`config.mk`:
```
export PLATFORM = sky130hd
export DESIGN_NAME = activation_stream_unit_flat
export DESIGN_NICKNAME = d
export VERILOG_FILES = /design/src/rtl/activation_stream_unit_if.sv /design/src/rtl/activation_stream_unit.sv /design/src/flat_wrapper.sv
export SDC_FILE = /design/constraint.sdc
export NUM_CORES = 2
export LEC_CHECK = 0
export CAP_MARGIN = 20
export CORE_MARGIN = 4
export CORE_UTILIZATION = 55
export CTS_BUF_LIST = sky130_fd_sc_hd__clkbuf_8 sky130_fd_sc_hd__clkbuf_16
export DETAILED_ROUTE_END_ITERATION = 12
export PLACE_DENSITY = 0.71
export SLEW_MARGIN = 10
export SYNTH_ARGS = -nofsm -noshare
export SYNTH_HDL_FRONTEND = slang
export SYNTH_SLANG_ARGS = --single-unit
```
`constraint.sdc`:
```
create_clock -name clk -period 12.1 [get_ports clk]
set_input_delay 2.42 -clock clk [delete_from_list [all_inputs] [get_ports clk]]
set_output_delay 2.42 -clock clk [all_outputs]
set_load 0.02 [all_outputs]
```
`src/rtl/activation_stream_unit_if.sv`:
```
// Beat-stream bundle for activation_stream_unit: the input stream (in_*) and
// the result stream (out_*), each with valid/ready, keep and last.
interface activation_stream_unit_if #(
  parameter int DATA_WIDTH = 8,
  parameter int LANES      = 4
);
  logic                        in_valid;
  logic                        in_ready;
  logic [LANES*DATA_WIDTH-1:0] in_data;
  logic [LANES-1:0]            in_keep;
  logic                        in_last;
  logic                        out_valid;
  logic                        out_ready;
  logic [LANES*DATA_WIDTH-1:0] out_data;
  logic [LANES-1:0]            out_keep;
  logic                        out_last;

  // Unit side: consumes the input stream, produces the result stream.
  modport slave (
    input  in_valid, in_data, in_keep, in_last, out_ready,
    output in_ready, out_valid, out_data, out_keep, out_last
  );

  // Environment side: drives the input stream, consumes the result stream.
  modport master (
    output in_valid, in_data, in_keep, in_last, out_ready,
    input  in_ready, out_valid, out_data, out_keep, out_last
  );
endinterface

```
`src/rtl/activation_stream_unit.sv`:
```
// Multi-lane streaming activation unit: elementwise ReLU/sigmoid/tanh/leaky with
// one output register stage, plus a buffered two-pass softmax (subtract packet max).
module activation_stream_unit #(
  parameter int DATA_WIDTH = 8,
  parameter int LANES      = 4,
  parameter int MAX_ELEMS  = 256,
  parameter int LEAK_SHIFT = 3
) (
  input  logic                    clk,
  input  logic                    rst,
  input  logic [2:0]              func_sel,
  activation_stream_unit_if.slave s,
  output logic                    overflow,
  output logic                    busy
);
  localparam int DW     = DATA_WIDTH;
  localparam int BEAT_W = LANES * DW;
  localparam int DEPTH  = MAX_ELEMS / LANES;
  localparam int CNT_W  = (DEPTH > 1) ? $clog2(DEPTH) : 1;
  localparam int Q      = 1 << (DW - 2);

  localparam logic [CNT_W-1:0] LAST_SLOT = CNT_W'(DEPTH - 1);

  localparam logic signed [DW-1:0] MIN_V   = {1'b1, {(DW-1){1'b0}}};
  localparam logic signed [DW:0]   MIN_EXT = {2'b11, {(DW-1){1'b0}}};
  localparam logic signed [DW-1:0] Q_P     = DW'(Q);
  localparam logic signed [DW-1:0] Q_N     = DW'(-Q);
  localparam logic signed [DW-1:0] SIG_HI  = DW'(3 * Q / 2);
  localparam logic signed [DW-1:0] SIG_MH  = DW'(Q / 2);
  localparam logic signed [DW-1:0] SIG_ML  = DW'(-(Q / 2));
  localparam logic signed [DW-1:0] SIG_LO  = DW'(-(3 * Q / 2));
  localparam logic signed [DW-1:0] TANH_HI = DW'(7 * Q / 4);
  localparam logic signed [DW-1:0] TANH_MH = DW'(3 * Q / 4);
  localparam logic signed [DW-1:0] TANH_ML = DW'(-(3 * Q / 4));
  localparam logic signed [DW-1:0] TANH_LO = DW'(-(7 * Q / 4));

  localparam logic [2:0] F_RELU  = 3'b000;
  localparam logic [2:0] F_SIG   = 3'b001;
  localparam logic [2:0] F_TANH  = 3'b010;
  localparam logic [2:0] F_SOFT  = 3'b011;
  localparam logic [2:0] F_LEAKY = 3'b100;

  typedef enum logic [2:0] {
    S_IDLE,
    S_PASS,
    S_LOAD,
    S_DRAIN,
    S_DROP
  } state_t;

  state_t                r_state;
  logic [2:0]            r_mode;
  logic [CNT_W-1:0]      r_wr_cnt;
  logic [CNT_W-1:0]      r_rd_cnt;
  logic [CNT_W-1:0]      r_last_idx;
  logic                  r_issued_all;
  logic                  r_drop_pending;
  logic signed [DW-1:0]  r_max;
  logic                  r_out_valid;
  logic [BEAT_W-1:0]     r_out_data;
  logic [LANES-1:0]      r_out_keep;
  logic                  r_out_last;
  logic                  r_overflow;
  logic [BEAT_W-1:0]     r_buf_data [DEPTH];
  logic [LANES-1:0]      r_buf_keep [DEPTH];

  logic                  w_in_ready;
  logic                  w_acc;
  logic                  w_out_fire;
  logic [2:0]            w_mode;
  logic                  w_pass_beat;
  logic                  w_soft_beat;
  logic                  w_drain_load;
  logic [CNT_W-1:0]      w_wr_idx;
  logic signed [DW-1:0]  w_max_next;
  logic [BEAT_W-1:0]     w_pass_data;
  logic [BEAT_W-1:0]     w_drain_data;
  logic [BEAT_W-1:0]     w_rd_word;
  logic [LANES-1:0]      w_rd_keep;
  logic signed [DW:0]    w_diff;

  // Per-lane elementwise transfer; the bands are shared by sigmoid and tanh.
  function automatic logic signed [DW-1:0] act_lane(input logic [2:0] mode,
                                                    input logic signed [DW-1:0] x);
    logic [1:0]           band;
    logic signed [DW-1:0] y;
    if (x < Q_N)       band = 2'd0;
    else if (x[DW-1])  band = 2'd1;
    else if (x < Q_P)  band = 2'd2;
    else               band = 2'd3;
    y = '0;
    case (mode)
      F_RELU:  y = x[DW-1] ? '0 : x;
      F_SIG: begin
        case (band)
          2'd0:    y = SIG_LO;
          2'd1:    y = SIG_ML;
          2'd2:    y = SIG_MH;
          default: y = SIG_HI;
        endcase
      end
      F_TANH: begin
        case (band)
          2'd0:    y = TANH_LO;
          2'd1:    y = TANH_ML;
          2'd2:    y = TANH_MH;
          default: y = TANH_HI;
        endcase
      end
      F_LEAKY: y = x[DW-1] ? (x >>> LEAK_SHIFT) : x;
      default: y = '0;
    endcase
    return y;
  endfunction

  // NOTE: every always_comb output gets a default first so no path can infer a latch.
  always_comb begin
    w_in_ready = 1'b0;
    case (r_state)
      S_IDLE, S_PASS: w_in_ready = !r_out_valid || s.out_ready;
      S_LOAD, S_DROP: w_in_ready = 1'b1;
      default:        w_in_ready = 1'b0;
    endcase
  end

  assign w_acc        = s.in_valid && w_in_ready;
  assign w_out_fire   = r_out_valid && s.out_ready;
  assign w_mode       = (r_state == S_IDLE) ? func_sel : r_mode;
  assign w_pass_beat  = w_acc && (((r_state == S_IDLE) && (func_sel != F_SOFT)) ||
                                  (r_state == S_PASS));
  assign w_soft_beat  = w_acc && (((r_state == S_IDLE) && (func_sel == F_SOFT)) ||
                                  (r_state == S_LOAD));
  assign w_drain_load = (r_state == S_DRAIN) && !r_issued_all &&
                        (!r_out_valid || s.out_ready);
  assign w_wr_idx     = (r_state == S_IDLE) ? '0 : r_wr_cnt;

  always_comb begin
    w_pass_data = '0;
    for (int i = 0; i < LANES; i++) begin
      if (s.in_keep[i]) w_pass_data[i*DW +: DW] = act_lane(w_mode, s.in_data[i*DW +: DW]);
    end
  end

  // The first beat of a softmax packet restarts the running max from MIN.
  always_comb begin
    w_max_next = (r_state == S_IDLE) ? MIN_V : r_max;
    for (int i = 0; i < LANES; i++) begin
      if (s.in_keep[i] && ($signed(s.in_data[i*DW +: DW]) > w_max_next))
        w_max_next = s.in_data[i*DW +: DW];
    end
  end

  // x - max is never positive, so only the negative rail needs clamping.
  always_comb begin
    w_rd_word    = r_buf_data[r_rd_cnt];
    w_rd_keep    = r_buf_keep[r_rd_cnt];
    w_drain_data = '0;
    w_diff       = '0;
    for (int i = 0; i < LANES; i++) begin
      w_diff = $signed({w_rd_word[i*DW+DW-1], w_rd_word[i*DW +: DW]}) -
               $signed({r_max[DW-1], r_max});
      if (w_rd_keep[i]) w_drain_data[i*DW +: DW] = (w_diff < MIN_EXT) ? MIN_V : w_diff[DW-1:0];
    end
  end

  // NOTE: the packet buffer has no reset; a slot is always written before it is drained.
  always_ff @(posedge clk) begin
    if (w_soft_beat) begin
      r_buf_data[w_wr_idx] <= s.in_data;
      r_buf_keep[w_wr_idx] <= s.in_keep;
    end
  end

  // NOTE: sequential state uses non-blocking assignments so each register sees pre-edge values.
  always_ff @(posedge clk) begin
    if (rst) begin
      r_state        <= S_IDLE;
      r_mode         <= F_RELU;
      r_wr_cnt       <= '0;
      r_rd_cnt       <= '0;
      r_last_idx     <= '0;
      r_issued_all   <= 1'b0;
      r_drop_pending <= 1'b0;
      r_max          <= MIN_V;
      r_out_valid    <= 1'b0;
      r_out_data     <= '0;
      r_out_keep     <= '0;
      r_out_last     <= 1'b0;
      r_overflow     <= 1'b0;
    end else begin
      r_overflow <= 1'b0;
      if (w_out_fire) r_out_valid <= 1'b0;
      if (w_acc && (r_state == S_IDLE)) r_mode <= func_sel;

      if (w_pass_beat) begin
        r_out_valid <= 1'b1;
        r_out_data  <= w_pass_data;
        r_out_keep  <= s.in_keep;
        r_out_last  <= s.in_last;
        r_state     <= s.in_last ? S_IDLE : S_PASS;
      end

      if (w_soft_beat) begin
        r_max <= w_max_next;
        if (s.in_last || (w_wr_idx == LAST_SLOT)) begin
          // A full buffer without in_last forces the drain and drops the remainder.
          r_state        <= S_DRAIN;
          r_last_idx     <= w_wr_idx;
          r_rd_cnt       <= '0;
          r_issued_all   <= 1'b0;
          r_wr_cnt       <= '0;
          r_overflow     <= !s.in_last;
          r_drop_pending <= !s.in_last;
        end else begin
          r_state  <= S_LOAD;
          r_wr_cnt <= w_wr_idx + CNT_W'(1);
        end
      end

      if (w_drain_load) begin
        r_out_valid <= 1'b1;
        r_out_data  <= w_drain_data;
        r_out_keep  <= w_rd_keep;
        r_out_last  <= (r_rd_cnt == r_last_idx);
        r_rd_cnt    <= r_rd_cnt + CNT_W'(1);
        if (r_rd_cnt == r_last_idx) r_issued_all <= 1'b1;
      end

      if ((r_state == S_DRAIN) && w_out_fire && r_out_last) begin
        r_state        <= r_drop_pending ? S_DROP : S_IDLE;
        r_drop_pending <= 1'b0;
      end

      if ((r_state == S_DROP) && w_acc && s.in_last) r_state <= S_IDLE;
    end
  end

  assign s.in_ready  = w_in_ready;
  assign s.out_valid = r_out_valid;
  assign s.out_data  = r_out_data;
  assign s.out_keep  = r_out_keep;
  assign s.out_last  = r_out_last;
  assign overflow    = r_overflow;
  assign busy        = (r_state == S_LOAD) || (r_state == S_DRAIN);
endmodule

```
`src/flat_wrapper.sv`:
```
// flat-port wrapper written by rule: the top's interface ports become plain ports
module activation_stream_unit_flat 
#(
  parameter int DATA_WIDTH = 8,
  parameter int LANES      = 4,
  parameter int MAX_ELEMS  = 256,
  parameter int LEAK_SHIFT = 3
)
  (clk, rst, func_sel, overflow, busy, s_in_valid, s_in_data, s_in_keep, s_in_last, s_out_ready, s_in_ready, s_out_valid, s_out_data, s_out_keep, s_out_last);
  activation_stream_unit_if #(.DATA_WIDTH(DATA_WIDTH), .LANES(LANES)) s_i ();
  input  logic clk;
  input  logic rst;
  input  logic [2:0] func_sel;
  output logic overflow;
  output logic busy;
  input wire logic [$bits(s_i.in_valid)-1:0] s_in_valid;
  input wire logic [$bits(s_i.in_data)-1:0] s_in_data;
  input wire logic [$bits(s_i.in_keep)-1:0] s_in_keep;
  input wire logic [$bits(s_i.in_last)-1:0] s_in_last;
  input wire logic [$bits(s_i.out_ready)-1:0] s_out_ready;
  output wire logic [$bits(s_i.in_ready)-1:0] s_in_ready;
  output wire logic [$bits(s_i.out_valid)-1:0] s_out_valid;
  output wire logic [$bits(s_i.out_data)-1:0] s_out_data;
  output wire logic [$bits(s_i.out_keep)-1:0] s_out_keep;
  output wire logic [$bits(s_i.out_last)-1:0] s_out_last;
  assign s_i.in_valid = s_in_valid;
  assign s_i.in_data = s_in_data;
  assign s_i.in_keep = s_in_keep;
  assign s_i.in_last = s_in_last;
  assign s_i.out_ready = s_out_ready;
  assign s_in_ready = s_i.in_ready;
  assign s_out_valid = s_i.out_valid;
  assign s_out_data = s_i.out_data;
  assign s_out_keep = s_i.out_keep;
  assign s_out_last = s_i.out_last;
  activation_stream_unit #(.DATA_WIDTH(DATA_WIDTH), .LANES(LANES), .MAX_ELEMS(MAX_ELEMS), .LEAK_SHIFT(LEAK_SHIFT)) u_core (.clk(clk), .rst(rst), .func_sel(func_sel), .s(s_i), .overflow(overflow), .busy(busy));
endmodule
```
==> impl_metrics.env <==
export IMPL_total_switching_power_w=0.00350
export IMPL_synth_cells=4275
export IMPL_timing_hold_worst_start="u_core.r_last_idx[3]"
export IMPL_root_buf_cell="clkbuf_16"
export IMPL_die_h_um=422
export IMPL_drt_wl_total_um=252000
export IMPL_clock_latency_ns=0.90
export IMPL_syn_cell_area_sq_um=94400
export IMPL_powerDensity_nw_per_um2=156
export IMPL_critical_path_required_ns=12.92
export IMPL_num_nets_final=4633
export IMPL_timing_fmax_mhz=92.7
export IMPL_critical_path_peak_fanout=24
export IMPL_yosysMostFrequentCell="edfxtp_1"
export IMPL_worst_pin_slew_ns=1.09
export IMPL_switching_portion_of_total_power_pct=21.2
export IMPL_synth_seq_cells=2383
export IMPL_wire_per_inst_um=36.4
export IMPL_core_sq_um=170000
export IMPL_grt_max_degree=140
export IMPL_seq_power_share_pct=55.0
export IMPL_layout_setup_ws_ns=1.31
export IMPL_max_cap_viol_count=0
export IMPL_grt_setup_unrepaired="false"
export IMPL_synth_area_leaders="edfxtp_1 73%, mux4_2 18%, dfxtp_1 1.7%, ha_1 0.82%, nor2_1 0.67%"
export IMPL_timing_max_transition_violations_final=0
export IMPL_synth_area_leader_cell="edfxtp_1"
export IMPL_grt_first_pass_wirelength_um=359000
export IMPL_post_cts_setup_buffer_count=0
export IMPL_report_final_setup_viol=0
export IMPL_die_width_um=422
export IMPL_groute_usage_overall_pct=28.6
export IMPL_crit_path_max_incr_delay_ns=0.83
export IMPL_syn2layout_area_growth_pct=12.1
export IMPL_post_cts_resized=0
export IMPL_initial_core_util_pct=55.5
export IMPL_regToRegSetupSlack_ns=1.95
export IMPL_grt_antenna_before_repair=25
export IMPL_fp_dieArea_sq_um=178000
export IMPL_crit_path_start="s_in_data[0]"
export IMPL_hold_violations_final=0
export IMPL_fin_tns_setup_ns=0
export IMPL_fillerInstances=11259
export IMPL_synth_sequential_area_ratio_pct=75.0
export IMPL_place_hpwl_um=138000
export IMPL_vias=47407
export IMPL_number_of_synthesized_flops_with_an_enable_pin=2304
export IMPL_number_of_design_rule_violations_left_by_the_first_detailed_router_iteration=7498
export IMPL_worstHoldPathType="reg2reg"
export IMPL_syn_area_per_cell_sq_um=22.1
export IMPL_route_antenna_remaining_nets=0
export IMPL_final_min_clock_period_ns=10.79
export IMPL_remaining_drc_errors=0
export IMPL_cts_buffers_inserted=226
export IMPL_area_share_of_the_leading_cell_type_in_the_synthesized_netlist_pct=73.3
export IMPL_synth_cell_type_count=83
export IMPL_combinationalPowerShare_pct=3.8
export IMPL_floorplan_io_pins=85
export IMPL_ys_flop_type="edfxtp_1"
export IMPL_cts_sinks=2383
export IMPL_fp_row_count=151
export IMPL_portBuffers=84
export IMPL_postSynthNetCount=4385
export IMPL_drtPass1Iterations=5
export IMPL_total_of_hold_buffers_inserted_after_clock_tree_synthesis=0
export IMPL_outcome="completed"
export IMPL_finalClockSkew_ns=0.0714
export IMPL_cts_tree="yes"
export IMPL_clk_transition_reported_paths_ns=0.06
export IMPL_ys_async_sr_fraction_pct=0
export IMPL_cts_htree_levels=4
export IMPL_data_arrival_time_of_the_critical_path_ns=11.60
export IMPL_power_leakage_nw=32.1
export IMPL_grt_pass1_vias=46911
export IMPL_intPower_w=0.0130
export IMPL_synth_warnings=0
export IMPL_pwr_share_clk_pct=41.2
export IMPL_post_route_period_util_pct=89.2
export IMPL_synth_cells_most_frequent="2304 x edfxtp_1, 745 x mux4_2, 168 x nor2_1"
export IMPL_crit_start_category="input pin"
export IMPL_worstSetupEndpointType="flip-flop"
export IMPL_avgViaCountPerCell=6.84
export IMPL_max_clock_path_buffers=3
export IMPL_worst_ir_drop_vdd_mv=0.169
export IMPL_path_class="in2reg"
export IMPL_r2r_startpoint="u_core.r_state[0]"
export IMPL_critical_path_slowest_cell="a2111oi_1"
export IMPL_dpl_worst_slack_ns=0.646
export IMPL_maxSlewHeadroom_pct=25.2
export IMPL_layout_drive_gt1_share_pct=28.7
export IMPL_gp_routability_congestion=0.901
export IMPL_gr_total_overflow=0
## worst paths after layout
kind                                to  depth (start not counted)
setup reg to reg       u_core.r_max[6]                         43
setup / recovery       u_core.r_max[6]                         42
hold reg to reg   u_core.r_last_idx[3]                          2
hold / removal    u_core.r_last_idx[3]                          2
## cell usage in the layout (no fill, tap or decap), drive strengths merged, types with 8 or more instances in the layout
cell type	count
o21ai	78
and3	15
o21a	14
bufinv	17
edfxtp	2304
a31oi	9
buf	197
ha	62
inv	133
o221ai	21
nor2b	24
xor2	10
clkinv	96
dfxtp	79
mux2i	27
o211ai	10
mux2	12
a21boi	10
and2	8
nand2	106
a21oi	66
xnor2	20
or3	9
o31ai	12
a211oi	17
nor2	170
nor3	13
nand3	26
nand4	11
a311oi	12
mux4	745
clkdlybuf4s50	47
nand2b	9
clkbuf	226
## power by group through the flow
| stage | clock [W] | sequential (W) | combinational [W] |
|---|---|---|---|
| 2_1_floorplan | 0 | 0.00926 | 0.000297 |
| 3_3_place_gp | 0 | 0.00926 | 0.000599 |
| 3_5_place_dp | 0 | 0.00926 | 0.000610 |
| 4_1_cts | 0.00688 | 0.00908 | 0.000613 |
| 5_1_grt | 0.00728 | 0.00908 | 0.000662 |
| 6_report | 0.00681 | 0.00909 | 0.000621 |
## logic make-up (layout without fill, tap and decap cells)
| group | count (synthesis) | after routing | synth area share (%) |
|---|---|---|---|
| flip-flops | 2383 | 2383 | 75.0 |
| multiplexers | 784 | 784 | 18.2 |
| AND/OR/NAND/NOR | 412 | 412 | 2.03 |
| AO/OA/AOI/OAI | 311 | 311 | 2.34 |
| buffers and inverters | 289 | 720 | 1.23 |
| adder cells (fa/ha/maj) | 66 | 66 | 0.907 |
| XOR/XNOR | 30 | 30 | 0.278 |
| other | 0 | 6 | 0 |
## area by class of cell
type	count	area, sq um	area share, %
clock buffers	226	5660	5.35
clock inverters	185	1490	1.40
well taps	2218	2780	2.62
multi-input cells	1603	22900	21.7
inverters	65	244	0.231
flip-flops and latches	2383	70800	66.9
repair buffers	244	1920	1.82
diodes	6	15.0	0.0142
## metrics by stage
| step | std cells | cell area, sq um | total power, W | hold slack [ns] | util [%] |
|---|---|---|---|---|---|
| 3_5_place_dp | 6513 | 98600 | 0.00987 | 0.470 | 58.0 |
| 5_1_grt | 6927 | 106000 | 0.0170 | 0.501 | 62.2 |
| 6_report | 6930 | 106000 | 0.0165 | 0.478 | 62.2 |
| 4_1_cts | 6924 | 106000 | 0.0166 | 0.478 | 62.2 |
| 2_1_floorplan | 4275 | 94400 | 0.00956 | 0.444 | - |
| 3_3_place_gp | 6513 | 98600 | 0.00986 | 0.460 | 58.0 |
## registers in the layout (all words and copies together), names as in the netlist, 4 cells and up, named ones only
| name | cells |
|---|---|
| u_core.r_buf_data | 2048 |
| u_core.r_buf_keep | 256 |
| u_core.r_last_idx | 6 |
| u_core.r_max | 8 |
| u_core.r_rd_cnt | 6 |
| u_core.r_wr_cnt | 6 |
| u_core.s.out_data | 32 |
| u_core.s.out_keep | 4 |
## critical path: cells and delay by family
kind,cells,cell delay [ns]
compound gates,15,3.55
mux,3,0.69
simple gates,14,2.56
fa+ha+maj,4,1.31
buf+inv,6,1.06
## metal layers
layer / vias up / global-route usage [%] / part of all wire, %
li1: 18638 / - / -
met5: - / 0 / 0.0052
met1: 25157 / 41.1 / 37
met2: 3144 / 44.0 / 48
met4: 2 / 10.5 / 3.8
met3: 466 / 6.21 / 11
No activity file was read; power rests on OpenSTA's default activity.
